## config.mk

```make
export PLATFORM = sky130hd
export DESIGN_NAME = rf_access_arbiter
export DESIGN_NICKNAME = d
export VERILOG_FILES = /design/src/rtl/rf_access_arbiter.sv
export SDC_FILE = /design/constraint.sdc
export NUM_CORES = 1
export LEC_CHECK = 0
export ABC_AREA = 0
export CAP_MARGIN = 0
export CORE_MARGIN = 1
export CORE_UTILIZATION = 30
export CTS_CLUSTER_DIAMETER = 40
export DETAILED_ROUTE_END_ITERATION = 6
export HOLD_SLACK_MARGIN = 0.05
export PLACE_DENSITY = 0.59
export SKIP_LAST_GASP = 1
export SLEW_MARGIN = 25
export SYNTH_ARGS = -nofsm -noshare
export SYNTH_HDL_FRONTEND = slang
export SYNTH_SLANG_ARGS = --single-unit
```

## constraint.sdc

```tcl
create_clock -name clk -period 3.75 [get_ports clk]
set_clock_uncertainty 0.15 [all_clocks]
set_input_delay 0.75 -clock clk [delete_from_list [all_inputs] [get_ports clk]]
set_output_delay 0.75 -clock clk [all_outputs]
set_load 0.02 [all_outputs]
```

## src/rtl/rf_access_arbiter.sv

```systemverilog
// Round-robin arbiter/sequencer giving two requesters exclusive single-cycle
// access to a shared register file through an IDLE -> ACCESS -> RESP sequence.
module rf_access_arbiter #(
  parameter int AW          = 4,
  parameter int DW          = 4,
  parameter bit R0_READONLY = 1'b0
) (
  input  logic          clk,
  input  logic          rst_n,

  input  logic          a_req,
  input  logic          a_we,
  input  logic [AW-1:0] a_addr,
  input  logic [DW-1:0] a_wdata,
  output logic          a_gnt,
  output logic          a_done,
  output logic [DW-1:0] a_rdata,
  output logic          a_err,

  input  logic          b_req,
  input  logic          b_we,
  input  logic [AW-1:0] b_addr,
  input  logic [DW-1:0] b_wdata,
  output logic          b_gnt,
  output logic          b_done,
  output logic [DW-1:0] b_rdata,
  output logic          b_err,

  output logic [AW-1:0] rf_addr,
  output logic [DW-1:0] rf_wdata,
  output logic          rf_we,
  input  logic [DW-1:0] rf_rdata,
  output logic          busy
);

  typedef enum logic [1:0] {
    IDLE   = 2'd0,
    ACCESS = 2'd1,
    RESP   = 2'd2
  } state_t;

  state_t state, state_next;

  logic owner;       // 0 = A, 1 = B for the transaction in flight
  logic last_owner;  // requester granted most recently
  logic we_q;
  logic sup_q;       // write suppressed by register-0 protection

  logic          start;
  logic          pick_b;
  logic          sel_we;
  logic [AW-1:0] sel_addr;
  logic [DW-1:0] sel_wdata;
  logic          protect;

  // NOTE: every signal gets a default at the top of always_comb so no path
  // leaves it unassigned; otherwise synthesis infers a latch.
  always_comb begin
    state_next = state;
    start      = 1'b0;
    unique case (state)
      IDLE: begin
        if (a_req || b_req) begin
          start      = 1'b1;
          state_next = ACCESS;
        end
      end
      ACCESS:  state_next = RESP;
      RESP:    state_next = IDLE;
      default: state_next = IDLE;
    endcase

    // On a tie the requester that was not granted last wins.
    pick_b    = b_req && (!a_req || !last_owner);
    sel_we    = pick_b ? b_we    : a_we;
    sel_addr  = pick_b ? b_addr  : a_addr;
    sel_wdata = pick_b ? b_wdata : a_wdata;
    protect   = R0_READONLY && (sel_addr == '0);
  end

  // Strobes are flops rather than state decodes so rf_we and the handshake
  // pulses cannot glitch.
  // NOTE: sequential state uses non-blocking assignments so every flop
  // samples pre-edge values regardless of statement order.
  always_ff @(posedge clk) begin
    if (!rst_n) begin
      state      <= IDLE;
      owner      <= 1'b0;
      last_owner <= 1'b1;
      we_q       <= 1'b0;
      sup_q      <= 1'b0;
      a_gnt      <= 1'b0;
      b_gnt      <= 1'b0;
      a_done     <= 1'b0;
      b_done     <= 1'b0;
      a_err      <= 1'b0;
      b_err      <= 1'b0;
      a_rdata    <= '0;
      b_rdata    <= '0;
      rf_addr    <= '0;
      rf_wdata   <= '0;
      rf_we      <= 1'b0;
    end else begin
      state  <= state_next;
      a_gnt  <= 1'b0;
      b_gnt  <= 1'b0;
      a_done <= 1'b0;
      b_done <= 1'b0;
      a_err  <= 1'b0;
      b_err  <= 1'b0;
      rf_we  <= 1'b0;

      if (start) begin
        owner    <= pick_b;
        we_q     <= sel_we;
        sup_q    <= sel_we && protect;
        rf_addr  <= sel_addr;
        rf_wdata <= sel_wdata;
        rf_we    <= sel_we && !protect;
        a_gnt    <= !pick_b;
        b_gnt    <= pick_b;
      end

      if (state == ACCESS) begin
        last_owner <= owner;
        a_done     <= !owner;
        b_done     <= owner;
        a_err      <= !owner && sup_q;
        b_err      <= owner && sup_q;
        if (!we_q) begin
          if (owner) b_rdata <= rf_rdata;
          else       a_rdata <= rf_rdata;
        end
      end
    end
  end

  assign busy = (state != IDLE);

endmodule
```

# == Yosys cells after proc, flatten, opt, wreduce, memory -nomap -nowiden ==
# Cells that the tools add are included.
# classes
bitwise_logic,2
reduce_logical,13
n_eq_ne,2
mux,7
# op_table
operator,count
two-way mux 4 bit,2
AND reduction 3 bit,2
zero test 1 bit,4
one-hot mux 2 bit (2 select lines),1
AND reduction 2 bit,2
two-way mux 1 bit,3
equality test 2 x 1 -> 1 bit (second input constant),1
zero test 2 bit,1
logical OR 1 bit,2
two-way mux 2 bit,1
inequality test 2 bit (second input constant),1
NOT 1 bit,2
nonzero test 2 bit,1
logical AND 1 bit,1
# word_totals
word_cells,37
input_bits,26
out_inout_bits,24
reg_bits,26

# == Longest topological paths before layout ==
# logic_depth
ltp_word,4
ltp_mapped,5
ltp_nobuf,4

# == Worst setup path before layout ==
# Ideal clock, no wire load.
# synth_path
path_kind,input-to-reg
startpoint,input port b_req
endpoint,register a_gnt
cell_stages,5
path_buffers,1
required_time_ps,3485
slack_ps,2078
setup_time_ps,115
arrival_time_ps,1407
path_cell_list,or2_1 buf_2 nand3_1 inv_2 and2_1
# synth_between
elab_chain_len,4
elab_cells_between_ends,6
classes_between,mux (2); reduce/logical (4)
# synth_rtl
item,line_no,source
from (decl),20,"input logic b_req,"
logical OR 1 bit,63,if (a_req || b_req) begin
two-way mux 1 bit,63,
two-way mux 1 bit,61,unique case (state)
AND reduction 2 bit (no source line),n/a,
to (signal assigned),120,a_gnt <= !pick_b;
to (decl),15,"output logic a_gnt,"
# Several ways; a longest one is shown, not always the timed one.
# A chain may end at the register's enable or synchronous reset.

# == Final worst setup path ==
# layout_path
startpoint,register state[0]
endpoint,output port busy
# layout_between
elab_chain_len,1
# layout_rtl
item,line_no,source
from (decl),42,"state_t state, state_next;"
from (signal assigned),104,state <= state_next;
nonzero test 2 bit,138,assign busy = (state != IDLE);
to (decl),33,output logic busy
# No other way between the ends.

==> reports/results.tsv <==
stage	metric	value	unit
sta	tightest_slew	0.553	ns
cts	cts.sinks	26	
critical_path	worstSetupPathType	reg2out	
grt	grt_pass1_vias	834	
floorplanning	io_pins	50	
layout	seqCellArea	520	µm²
pwr	vdd_drop_max	133	µV
layout	multiInputGateArea	492	µm²
grt	grt.total_usage	0.128	
cts	hold_buffers	0	
synthesis	synthCells	107	
synthesis	ys_seq_elements	26	
detailed_routing	drt_iter0_drc	23	
hold_path	hold_class	reg2reg	
layout	drive_gt1_frac	0.0861	
grt	grt_pass1_wl	3.55	mm
layout	synthToLayoutAreaGrowth	48.6	%
hold_path	hold_end	b_rdata[1]	
cts	clk_pin_slew_worst_paths	0.14	ns
detailed_routing	drcViolationCount	0	
hold_path	min_from	b_rdata[1]	
synthesis	synth_cell_type_count	25	
grt	grt_antenna_before_repair	0	
grt	grt_max_degree	17	
cts	cts.htree.levels	1	
synthesis	synth_area_per_cell	9.99	µm²
pwr	p_leak	0.619	nW
critical_path	cp_max_fo	11	
critical_path	critPathRequiredTime	2.85	ns
critical_path	cp-end-kind	primary output	
cts	clk_latency	0.32	ns
synthesis	yosysWarnings	0	
sta	setup_tns	0	ns
layout	fillers	341	
floorplanning	dieArea	0.00380	mm²
placement	io_buffers	47	
synthesis	syn_area	0.00107	mm²
layout	final_net_count	178	
hold_path	worstHoldPathCells	2	
flow_run	max-cap-violations	0	
critical_path	r2r_slack	2.15	ns
floorplanning	die_h	61.7	µm
pwr	power.density	381	mW/mm²
floorplanning	start_util	0.318	
synthesis	yosysSeqAreaShare	0.487	
sta	worst_hold_slack	0.317	ns
sta	slew_viol_final	0	
layout	antennaDiodeCount	0	
detailed_routing	dr.pass1.iters	4	
sta	min_period	2.65	ns
sta	timing.final.crit_share	0.706	
detailed_routing	ant_nets	0	
detailed_routing	wl	2.31	mm
cts	post_cts_resized	0	
cts	cts_made_buffers	3	
floorplanning	core_area	0.00336	mm²
sta	finalSetupViolations	0	
sta	report.final.hold_viol_count	0	
sta	fmax	377	MHz
layout	post-route-util	0.472	
grt	grt_overflow	0	
placement	hpwlAfterDp	1.75	mm
critical_path	r2r_cells	4	
cts	clockRootBuffer	clkbuf_4	
cts	tritoncts	yes	
detailed_routing	vias	874	
critical_path	r2r-end	rf_addr[3]	
run_status	outcome	finished, final reports clean	
critical_path	worstReg2RegStart	state[0]	
sta	rsz0062_at_grt	no	
sta	slew_headroom	0.630	
floorplanning	die_x	61.7	µm
detailed_routing	wl_per_cell	11.7	µm
placement	place.gp.congestion	0.751	
floorplanning	row_count	21	
critical_path	critPathArrivalTime	1.75	ns
critical_path	critical_path.startpoint_type	register	
detailed_routing	via_per_inst	4.44	
cts	cts_buffer_depth	2	
cts	postCtsSetupRepairBufs	0	
[routing by layer]
| metal | vias to the layer above | share of wire | wire length (µm) | GRT usage |
|---|---|---|---|---|
| met5 | - | 0 | 0 | 0 |
| met3 | 4 | 0.055 | 127 | 0.0273 |
| met1 | 380 | 0.46 | 1070 | 0.163 |
| met2 | 37 | 0.47 | 1090 | 0.214 |
| met4 | 0 | 0.010 | 24 | 0.0476 |
| li1 | 453 | - | - | - |
[flip-flops by register name (all words and copies together), names as in the netlist]
name        count
a_done          1
a_gnt           1
a_rdata         4
b_done          1
b_gnt           1
b_rdata         4
last_owner      1
owner           1
rf_addr         4
rf_wdata        4
rf_we           1
state           2
we_q            1
[Yosys cell counts, drive strengths merged]
master   n  area [µm²]
or3      1        6.26
dfxtp   26         521
or2      1        6.26
clkbuf   2        7.51
nand2b   1        13.8
nor3     2        21.3
a211oi   9        67.6
mux2i   17         170
inv      3        11.3
nand3    2        10.0
a21bo    1        16.3
and3     1        6.26
a21oi   10        50.1
and2     1        6.26
nor2     6        27.5
conb     1        3.75
nor3b    1        18.8
o21ai    1        5.00
nor2b    1        6.26
nand2   14        52.6
buf      6        41.3
[cell families (layout without fill, tap and decap cells)]
family / count (synthesis) / after routing / synth area share
mux: 17 / 17 / 0.159
buf+inv: 11 / 54 / 0.0562
compound gates: 21 / 21 / 0.130
other cells: 1 / 2 / 0.00351
simple gates: 31 / 31 / 0.164
flops: 26 / 26 / 0.487
[metrics by stage]
stage / setup slack (ns) / area, µm² / std cells / total power, W
finish: 1.10 / 1590 / 197 / 0.000605
global route: 0.990 / 1590 / 197 / 0.000633
CTS: 1.09 / 1590 / 197 / 0.000610
detailed placement: 1.48 / 1550 / 193 / 0.000470
global placement: 1.49 / 1550 / 193 / 0.000469
floorplan: 2.08 / 1070 / 108 / 0.000402
[placed cells by master (no fill, tap or decap), types with 3 or more instances in the layout]
| cell type | Yosys | final |
|---|---|---|
| clkdlybuf4s50_1 | 0 | 47 |
| dfxtp_1 | 26 | 26 |
| mux2i_1 | 17 | 17 |
| nand2_1 | 14 | 14 |
| a21oi_1 | 10 | 10 |
| a211oi_1 | 9 | 9 |
| nor2_1 | 4 | 4 |
| inv_2 | 3 | 3 |
| clkbuf_4 | 0 | 3 |
[worst max-delay path by stage]
stage,startpoint,endpoint,depth (start not counted),slack [ns]
after floorplan,b_req,a_gnt,5,2.08
after global placement,state[0],busy,3,1.49
after detailed placement,state[0],busy,3,1.48
after CTS,state[0],busy,3,1.09
after global routing,state[0],busy,3,0.99
final,state[0],busy,3,1.10
[area by class of cell]
type | count | share of cell area
Sequential cell | 26 | 0.328
Multi-Input combinational cell | 71 | 0.310
Timing Repair Buffer | 47 | 0.296
Tap cell | 46 | 0.0362
Clock buffer | 4 | 0.0229
Inverter | 3 | 0.00709
[worst max-delay path, stage by stage (launching register included)]
cell and delay (ns):
dfxtp_1 0.38, nor2_2 0.39, inv_2 0.11, clkdlybuf4s50_1 0.55
[power breakdown]
group / internal, W / leakage, nW / total (W) / switching, W
Sequential: 0.000297 / 0.214 / 0.000312 / 0.0000149
Clock: 0.0000594 / 0.0210 / 0.000142 / 0.0000827
Combinational: 0.0000786 / 0.384 / 0.000151 / 0.0000725
Power figures use the tool's default switching activity.
